==> src/rtl/cpu_pkg.sv <==
// rtl/cpu_pkg.sv - shared CPU constants and data-memory responder state type
package cpu_pkg;

  localparam int WORD_W        = 32;
  localparam int BYTE_LANE_MSB = 31;
  localparam int BYTE_LANE_LSB = 24;
  localparam int BYTE_W        = BYTE_LANE_MSB - BYTE_LANE_LSB + 1;

  typedef enum logic [1:0] {
    IDLE = 2'd0,
    WAIT = 2'd1,
    RESP = 2'd2
  } dmem_state_t;

endpackage

==> src/rtl/dmem_responder_if.sv <==
// rtl/dmem_responder_if.sv - request/response bus between CPU datapath and data memory
interface dmem_if
  import cpu_pkg::*;
#(
  parameter int ADDR_W = 5
) ();

  logic              req_valid;
  logic              req_ready;
  logic              req_we;
  logic              req_byte;
  logic [ADDR_W-1:0] req_addr;
  logic [WORD_W-1:0] req_wdata;
  logic              rsp_valid;
  logic [WORD_W-1:0] rsp_rdata;

  modport master (
    output req_valid, req_we, req_byte, req_addr, req_wdata,
    input  req_ready, rsp_valid, rsp_rdata
  );

  modport slave (
    input  req_valid, req_we, req_byte, req_addr, req_wdata,
    output req_ready, rsp_valid, rsp_rdata
  );

endinterface

==> src/rtl/dmem_responder_array.sv <==
// rtl/dmem_responder_array.sv - 2**ADDR_W x 32 register-file storage, async clear,
// synchronous word/byte-lane write, combinational read
module dmem_array
  import cpu_pkg::*;
#(
  parameter int ADDR_W = 5
) (
  input  logic              clk,
  input  logic              rst,
  input  logic              i_we,
  input  logic              i_byte,
  input  logic [ADDR_W-1:0] i_addr,
  input  logic [WORD_W-1:0] i_wdata,
  output logic [WORD_W-1:0] o_rdata
);

  localparam int DEPTH = 2 ** ADDR_W;

  logic [WORD_W-1:0] r_mem [DEPTH];

  always_ff @(posedge clk or negedge rst) begin
    if (!rst) begin
      for (int i = 0; i < DEPTH; i++) begin
        r_mem[i] <= '0;
      end
    end else if (i_we) begin
      // A byte store lands in the top lane; the lower 24 bits are preserved.
      if (i_byte) begin
        r_mem[i_addr][BYTE_LANE_MSB:BYTE_LANE_LSB] <= i_wdata[BYTE_W-1:0];
      end else begin
        r_mem[i_addr] <= i_wdata;
      end
    end
  end

  assign o_rdata = r_mem[i_addr];

endmodule

==> src/rtl/dmem_responder.sv <==
// rtl/dmem_responder.sv - data-memory target: valid/ready request, WAIT_CYCLES
// wait states, single-cycle response pulse with read data or write acknowledge
module dmem_responder
  import cpu_pkg::*;
#(
  parameter int ADDR_W      = 5,
  parameter int WAIT_CYCLES = 1
) (
  input  logic  clk,
  input  logic  rst,
  dmem_if.slave bus
);

  localparam logic [1:0] ST_IDLE  = IDLE;
  localparam logic [1:0] ST_WAIT  = WAIT;
  localparam logic [1:0] ST_RESP  = RESP;
  localparam logic [3:0] CNT_INIT = 4'(WAIT_CYCLES);

  logic [1:0]        r_state;
  logic [3:0]        r_cnt;
  logic              r_we;
  logic              r_byte;
  logic [ADDR_W-1:0] r_addr;
  logic [WORD_W-1:0] r_wdata;
  logic [WORD_W-1:0] r_rdata;

  logic              w_access;
  logic [WORD_W-1:0] w_mem_rdata;

  // The access edge is the last WAIT cycle; only the latched request is used.
  assign w_access = (r_state == ST_WAIT) && (r_cnt == 4'd0);

  dmem_array #(
    .ADDR_W (ADDR_W)
  ) u_array (
    .clk     (clk),
    .rst     (rst),
    .i_we    (w_access && r_we),
    .i_byte  (r_byte),
    .i_addr  (r_addr),
    .i_wdata (r_wdata),
    .o_rdata (w_mem_rdata)
  );

  always_ff @(posedge clk or negedge rst) begin
    if (!rst) begin
      r_state <= ST_IDLE;
      r_cnt   <= 4'd0;
      r_we    <= 1'b0;
      r_byte  <= 1'b0;
      r_addr  <= '0;
      r_wdata <= '0;
      r_rdata <= '0;
    end else begin
      case (r_state)
        ST_IDLE: begin
          if (bus.req_valid) begin
            r_we    <= bus.req_we;
            r_byte  <= bus.req_byte;
            r_addr  <= bus.req_addr;
            r_wdata <= bus.req_wdata;
            r_cnt   <= CNT_INIT;
            r_state <= ST_WAIT;
          end
        end
        ST_WAIT: begin
          if (r_cnt != 4'd0) begin
            r_cnt <= r_cnt - 4'd1;
          end else begin
            r_state <= ST_RESP;
            if (r_we) begin
              r_rdata <= '0;
            end else if (r_byte) begin
              r_rdata <= {{(WORD_W-BYTE_W){1'b0}}, w_mem_rdata[BYTE_LANE_MSB:BYTE_LANE_LSB]};
            end else begin
              r_rdata <= w_mem_rdata;
            end
          end
        end
        ST_RESP: begin
          r_state <= ST_IDLE;
        end
        default: begin
          r_state <= ST_IDLE;
        end
      endcase
    end
  end

  assign bus.req_ready = (r_state == ST_IDLE);
  assign bus.rsp_valid = (r_state == ST_RESP);
  assign bus.rsp_rdata = r_rdata;

endmodule

==> src/flat_wrapper.sv <==
// flat-port wrapper written by rule: the top's interface ports become plain ports
module dmem_responder_flat import cpu_pkg::*;
#(
  parameter int ADDR_W      = 5,
  parameter int WAIT_CYCLES = 1
)
  (clk, rst, bus_req_valid, bus_req_we, bus_req_byte, bus_req_addr, bus_req_wdata, bus_req_ready, bus_rsp_valid, bus_rsp_rdata);
  dmem_if #(.ADDR_W(ADDR_W)) bus_i ();
  input  logic clk;
  input  logic rst;
  input wire logic [$bits(bus_i.req_valid)-1:0] bus_req_valid;
  input wire logic [$bits(bus_i.req_we)-1:0] bus_req_we;
  input wire logic [$bits(bus_i.req_byte)-1:0] bus_req_byte;
  input wire logic [$bits(bus_i.req_addr)-1:0] bus_req_addr;
  input wire logic [$bits(bus_i.req_wdata)-1:0] bus_req_wdata;
  output wire logic [$bits(bus_i.req_ready)-1:0] bus_req_ready;
  output wire logic [$bits(bus_i.rsp_valid)-1:0] bus_rsp_valid;
  output wire logic [$bits(bus_i.rsp_rdata)-1:0] bus_rsp_rdata;
  assign bus_i.req_valid = bus_req_valid;
  assign bus_i.req_we = bus_req_we;
  assign bus_i.req_byte = bus_req_byte;
  assign bus_i.req_addr = bus_req_addr;
  assign bus_i.req_wdata = bus_req_wdata;
  assign bus_req_ready = bus_i.req_ready;
  assign bus_rsp_valid = bus_i.rsp_valid;
  assign bus_rsp_rdata = bus_i.rsp_rdata;
  dmem_responder #(.ADDR_W(ADDR_W), .WAIT_CYCLES(WAIT_CYCLES)) u_core (.clk(clk), .rst(rst), .bus(bus_i));
endmodule
==> config.mk <==
export PLATFORM = sky130hd
export DESIGN_NAME = dmem_responder_flat
export DESIGN_NICKNAME = d
export VERILOG_FILES = /design/src/rtl/cpu_pkg.sv /design/src/rtl/dmem_responder_if.sv /design/src/rtl/dmem_responder_array.sv /design/src/rtl/dmem_responder.sv /design/src/flat_wrapper.sv
export SDC_FILE = /design/constraint.sdc
export NUM_CORES = 2
export LEC_CHECK = 0
export ABC_AREA = 1
export ABC_CLOCK_PERIOD_IN_PS = 2300
export CAP_MARGIN = 20
export CORE_ASPECT_RATIO = 0.8
export CORE_MARGIN = 8
export CORE_UTILIZATION = 60
export CTS_CLUSTER_DIAMETER = 100
export CTS_CLUSTER_SIZE = 20
export DETAILED_ROUTE_END_ITERATION = 10
export PLACE_DENSITY_LB_ADDON = 0.25
export SYNTH_ARGS = -nofsm -noshare
export SYNTH_HDL_FRONTEND = slang
export SYNTH_SLANG_ARGS = --single-unit
==> constraint.sdc <==
create_clock -name clk -period 2.3 [get_ports clk]
set_clock_uncertainty 0.15 [all_clocks]
set_input_delay 0.69 -clock clk [delete_from_list [all_inputs] [get_ports clk]]
set_output_delay 0.69 -clock clk [all_outputs]
set_load 0.02 [all_outputs]
# [Word-level counts from Yosys, hierarchy flattened]
# Index checks and enable logic that the tools add are counted.
# W data, S select, Z words.
[classes] n_mux=18 n_eq_ne=5 n_lt_le_gt_ge=2 n_bitwise=2 n_addsub=1 n_reduce_logical=11
[ops] cell="$bwmux W1024" n=2
[ops] cell="$mux W1024" n=1
[ops] cell="$demux W32 S5" n=2
[ops] cell="$mux W32" n=6
[ops] cell="$bmux W32 S5" n=1
[ops] cell="$mux W4" n=2
[ops] cell="$pmux W4 S2" n=1
[ops] cell="$ge A6 B6 Y1 const B" n=1
[ops] cell="$lt A6 B1 Y1 const B" n=1
[ops] cell="$ne A2 B2 Y1 const B" n=3
[ops] cell="$not A5 Y6" n=1
[ops] cell="$reduce_and A2 Y1" n=3
[ops] cell="$logic_not A4 Y1" n=1
[ops] cell="$mux W2" n=2
[ops] cell="$pmux W2 S2" n=1
[ops] cell="$reduce_bool A4 Y1" n=1
[ops] cell="$sub A4 B1 Y4 const B" n=1
[ops] cell="$logic_and A1 B1 Y1" n=3
[ops] cell="$reduce_and A3 Y1" n=1
[ops] cell="$eq A2 B1 Y1 const B" n=1
[ops] cell="$eq A2 B2 Y1 const B" n=1
[ops] cell="$logic_not A2 Y1" n=1
[ops] cell="$reduce_bool A2 Y1" n=1
[ops] cell="$not A1 Y1" n=1
[word_totals] reg_bits=1101 word_cells=78 out_inout_bits=34

# [Depth between registers and ports, before layout]
[depth] ltp_word=7 depth_mapped=14 depth_no_buf=11

# [By module]
# From an unflattened synthesis, not the netlist that was laid out.
[unflattened] cells_unflattened=7177 area_unflattened_um2=52282.6
[modules_own_cells] mod="dmem_array" instances=1 cells_each=6806 seq_area_each_um2=25624.6 area_per_inst_um2=49068.3
[modules_own_cells] mod="dmem_responder" instances=1 cells_each=371 seq_area_each_um2=1926.8 area_per_inst_um2=3214.3

# [Worst setup path after synthesis]
# No wires, ideal clock.
[synth_path] kind="reg-to-reg" startpoint="register u_core.r_cnt[0]" endpoint="register u_core.u_array.r_mem[690] (netlist bit)" stages_incl_launch_ff=14 synth_period_minus_slack_ns=2.135 required_time_ns=2.016 arrival_time_ns=1.851 slack_ns=0.165 cell_sequence="dfrtp_1 inv_1 ha_1 nand3_1 nor2_2 inv_2 nor2_8 nand2_2 nor2_1 nand2_1 buf_2 buf_2 nand2_1 o21ai_0"
[synth_between] elab_chain_cells=3
[synth_rtl] element="start: declaration" line_no="dmem_responder.sv:20" rtl="logic [3:0] r_cnt;"
[synth_rtl] element="start signal: assignment" line_no="dmem_responder.sv:68" rtl="r_cnt <= r_cnt - 4'd1;"
[synth_rtl] element="$logic_not A4 Y1" line_no="dmem_responder.sv:31" rtl="assign w_access = (r_state == ST_WAIT) && (r_cnt == 4'd0);"
[synth_rtl] element="$logic_and A1 B1 Y1" line_no="dmem_responder.sv:31"
[synth_rtl] element="$logic_and A1 B1 Y1" line_no="dmem_responder.sv:38" rtl=".i_we (w_access && r_we),"
[synth_rtl] element="end signal: indexed assignment" line_no="dmem_responder_array.sv:29" rtl="r_mem[i_addr][BYTE_LANE_MSB:BYTE_LANE_LSB] <= i_wdata[BYTE_W-1:0];"
[synth_rtl] element="end signal: indexed assignment" line_no="dmem_responder_array.sv:31" rtl="r_mem[i_addr] <= i_wdata;"
[synth_rtl] element="end: declaration" line_no="dmem_responder_array.sv:19" rtl="logic [WORD_W-1:0] r_mem [DEPTH];"
# Every way passes these cells.
# A chain may end at the register's enable or synchronous reset.

# [Worst setup path after layout]
[layout_path] startpoint="register u_core.r_cnt[0]" endpoint="register u_core.u_array.r_mem[934] (netlist bit)"
# The elaborated chain is that of the path after synthesis.

==> results_dict.tcl <==
set metrics [dict create \
    status "finished, violations left" \
    violations "setup timing" \
    clkTransAtPathRegs_ps 90 \
    min_path_type "in -> async" \
    layout-area-overhead-vs-synth_pct 15.5 \
    fin_ws_ps -122 \
    irDropWorstVdd_v 0.000859 \
    rsz0062_at_grt "yes" \
    antenna_found_initial 5 \
    fin_area_um2 56900 \
    relSlewSlack_pct 55.6 \
    track_usage_pct 32.7 \
    initial_utilization_pct 60.3 \
    synth_nets 6325 \
    synth-edff-count 0 \
    whs_ps 304 \
    placed_area_um2 53500 \
    fill_cells 6364 \
    tightest_slew_ps 665 \
    yosysWarnings 0 \
    cp-start-kind "register" \
    first_pass_iters 7 \
    viasPerCell 6.02 \
    die_x_um 336 \
    utilization_pct 69.6 \
    yosysSeqAreaShare_pct 55.9 \
    synthArstFlopShare_pct 100 \
    ff2ff_setup_slack_ps -120 \
    htreeDepth 2 \
    drc_errors 0 \
    fmax_mhz 413 \
    gp_congestion 0.900 \
    cts_root_buf "clkbuf_16" \
    numCtsBuffers 61 \
    synth_cell_types 26 \
    cts_max_path_buffers 3 \
    cp.arrival_ps 2820 \
    drv_slew 0 \
    port_buffers 75 \
    final_antenna_net_count 0 \
    synth.cell_area_um2 49300 \
    core_area_um2 81700 \
    pin_count 76 \
    overflow 0 \
    p_leak_nw 28.0 \
    cp_num_buf_inv 4 \
    drv_cap 0 \
    clock-sinks 1101 \
    setup_viol 212 \
    tns_ps -6210 \
    first_global_vias 40800 \
    synthCells 6282 \
    crit_path_max_fanout 24 \
    clk_latency_ps 710 \
    cpMaxStageDelayCell "dfrtp_1" \
    die_y_um 272 \
    required_ps 2700 \
    cts_tree "yes" \
    row_count 94 \
    synth_area_per_cell_um2 7.84 \
    p_per_area_nw_per_um2 985 \
    first_iter_violations 6880 \
    finalWirelength_mm 163 \
    grt_max_degree 86 \
    ys_seq_elements 1101 \
    vias 44800 \
    worstSetupPathType "reg -> reg" \
    drive_above_1_share_pct 10.4 \
    synth_ff_type "dfrtp_1" \
    nNetsFinal 6373 \
    critPathCaptureType "register" \
    dp_hpwl_mm 93.4 \
    period_share_pct 105 \
    avgRoutedWirePerCell_um 21.9 \
    period_minus_slack_ps 2420 \
    path_cells "inv_2, ha_4, nand3_4, nor2_4, clkinv_4, nor2_8, buf_6, nand2_8, nor2_4, nand2_8, clkbuf_16, nand2_1, o21ai_0" \
    timing_hold_violations_final 0 \
    critPathMaxStageDelay_ps 380 \
    grt_first_pass_wirelength_mm 237 \
    crit_family "simple AND/OR/NAND/NOR gates" \
    dieArea_um2 91600 \
]
registers in the layout, summed over array words and instances (netlist names):
| register | count |
|---|---|
| u_core.r_state | 2 |
| u_core.r_addr | 5 |
| u_core.r_byte | 1 |
| u_core.r_we | 1 |
| u_core.r_cnt | 4 |
| u_core.u_array.r_mem | 1024 |
| u_core.r_wdata | 32 |
| u_core.bus.rsp_rdata | 32 |
cells in the mapped netlist, types with 27 or more instances:
cell      instances  share of area [%]
a22oi_1          32               0.49
dfrtp_1        1101                 56
nor2_1          101               0.77
nand4_1         119                1.5
clkbuf_1        290                2.2
nand2_1        3094                 24
buf_2           141                1.4
o21ai_0         903                9.2
inv_1           159                1.2
o21ai_1         188                1.9
buf_1            27               0.21
nand3_1          73               0.74
worst reg2reg max path, delay by kind of cell, from the launching register on:
family	cells	cell delay, ps
simple gates	7	880
buf+inv	4	610
fa+ha+maj	1	150
compound gates	1	80
flops	1	380
cell type report:
type	instances	area (um^2)	area share [%]
inverters	171	667	1.17
well taps	1104	1380	2.43
multi-input cells	4550	20100	35.4
diodes	3	7.51	0.0132
clock inverters	4	57.6	0.101
clock buffers	64	1540	2.70
flip-flops and latches	1101	27600	48.4
repair buffers	445	5550	9.76
final timing paths:
check,start,to,depth (start not counted)
worst min register to register,u_core.bus.rsp_rdata[26],u_core.bus.rsp_rdata[26],2
min in group clk,u_core.bus.rsp_rdata[26],u_core.bus.rsp_rdata[26],2
max in group asynchronous,rst,u_core.u_array.r_mem[878],4
worst max register to register,u_core.r_cnt[0],u_core.u_array.r_mem[934],13
worst min-delay path,rst,u_core.r_cnt[0],2
worst max-delay path,u_core.r_cnt[0],u_core.u_array.r_mem[934],13
report_power, final:
part           total, mW  internal (mW)  switching [mW]
sequential          23.8           22.2            1.64
clock               11.2           4.77            6.43
combinational       21.1           6.07            15.0
kinds of logic after synthesis:
logic type | Yosys count | share of synthesized area, %
and+or+nand+nor | 3418 | 27.2
AOI/OAI and AO/OA | 1131 | 11.7
DFF | 1101 | 55.9
buffers and inverters | 631 | 5.18
adders and majority gates | 1 | 0.0254
stage by stage:
step	cells	setup WS (ps)	total power [mW]
after floorplan	6282	165	33.8
after global placement	7316	20.1	43.0
after detailed placement	7316	-33.8	43.4
after CTS	7391	-58.1	54.5
after global routing	7439	-205	58.2
final	7442	-122	56.1
repair_timing:
| item | CTS | global route |
|---|---|---|
| setup buffers | 6 | 18 |
| cloned | 1 | 30 |
| hold buffers | 1 | 0 |
| pin swaps | 3 | 21 |
| endpoints found under the setup margin | 172 | 1042 |
| resized for setup | 86 | 332 |
| hold endpoints to repair | 19 | 0 |
metal layers:
layer / track usage, % / vias to the layer above / share of wire (%) / wire length [um]
met2: 48.0 / 2844 / 43 / 69500
met4: 10.1 / 4 / 3.9 / 6350
met5: 0 / - / 0.021 / 34
li1: - / 20000 / - / -
met3: 6.51 / 372 / 13 / 21800
met1: 49.3 / 21600 / 40 / 65300
cells in the final DEF (no fill, tap or decap), types with 3 or more instances in the layout:
cell type,netlist,layout
a21oi_1,7,7
a22oi_1,32,31
buf_12,0,126
buf_4,2,200
buf_6,0,18
buf_8,0,7
clkbuf_1,290,3
clkbuf_16,0,80
clkdlybuf4s15_1,0,8
clkdlybuf4s15_2,0,3
clkdlybuf4s50_1,0,40
dfrtp_1,1101,1099
diode_2,0,3
dlygate4sd2_1,0,21
inv_1,159,156
inv_2,11,8
inv_6,0,5
nand2_1,3094,3000
nand2_2,4,57
nand2_4,1,33
nand2_8,0,9
nand3_1,73,57
nand3_2,0,14
nand4_1,119,119
nor2_1,101,77
nor2_2,6,13
nor2_4,2,19
nor3_2,4,3
nor3_4,8,12
o21ai_0,903,801
o21ai_1,188,249
o21ai_2,0,41
(Power assumes the default switching activity.)
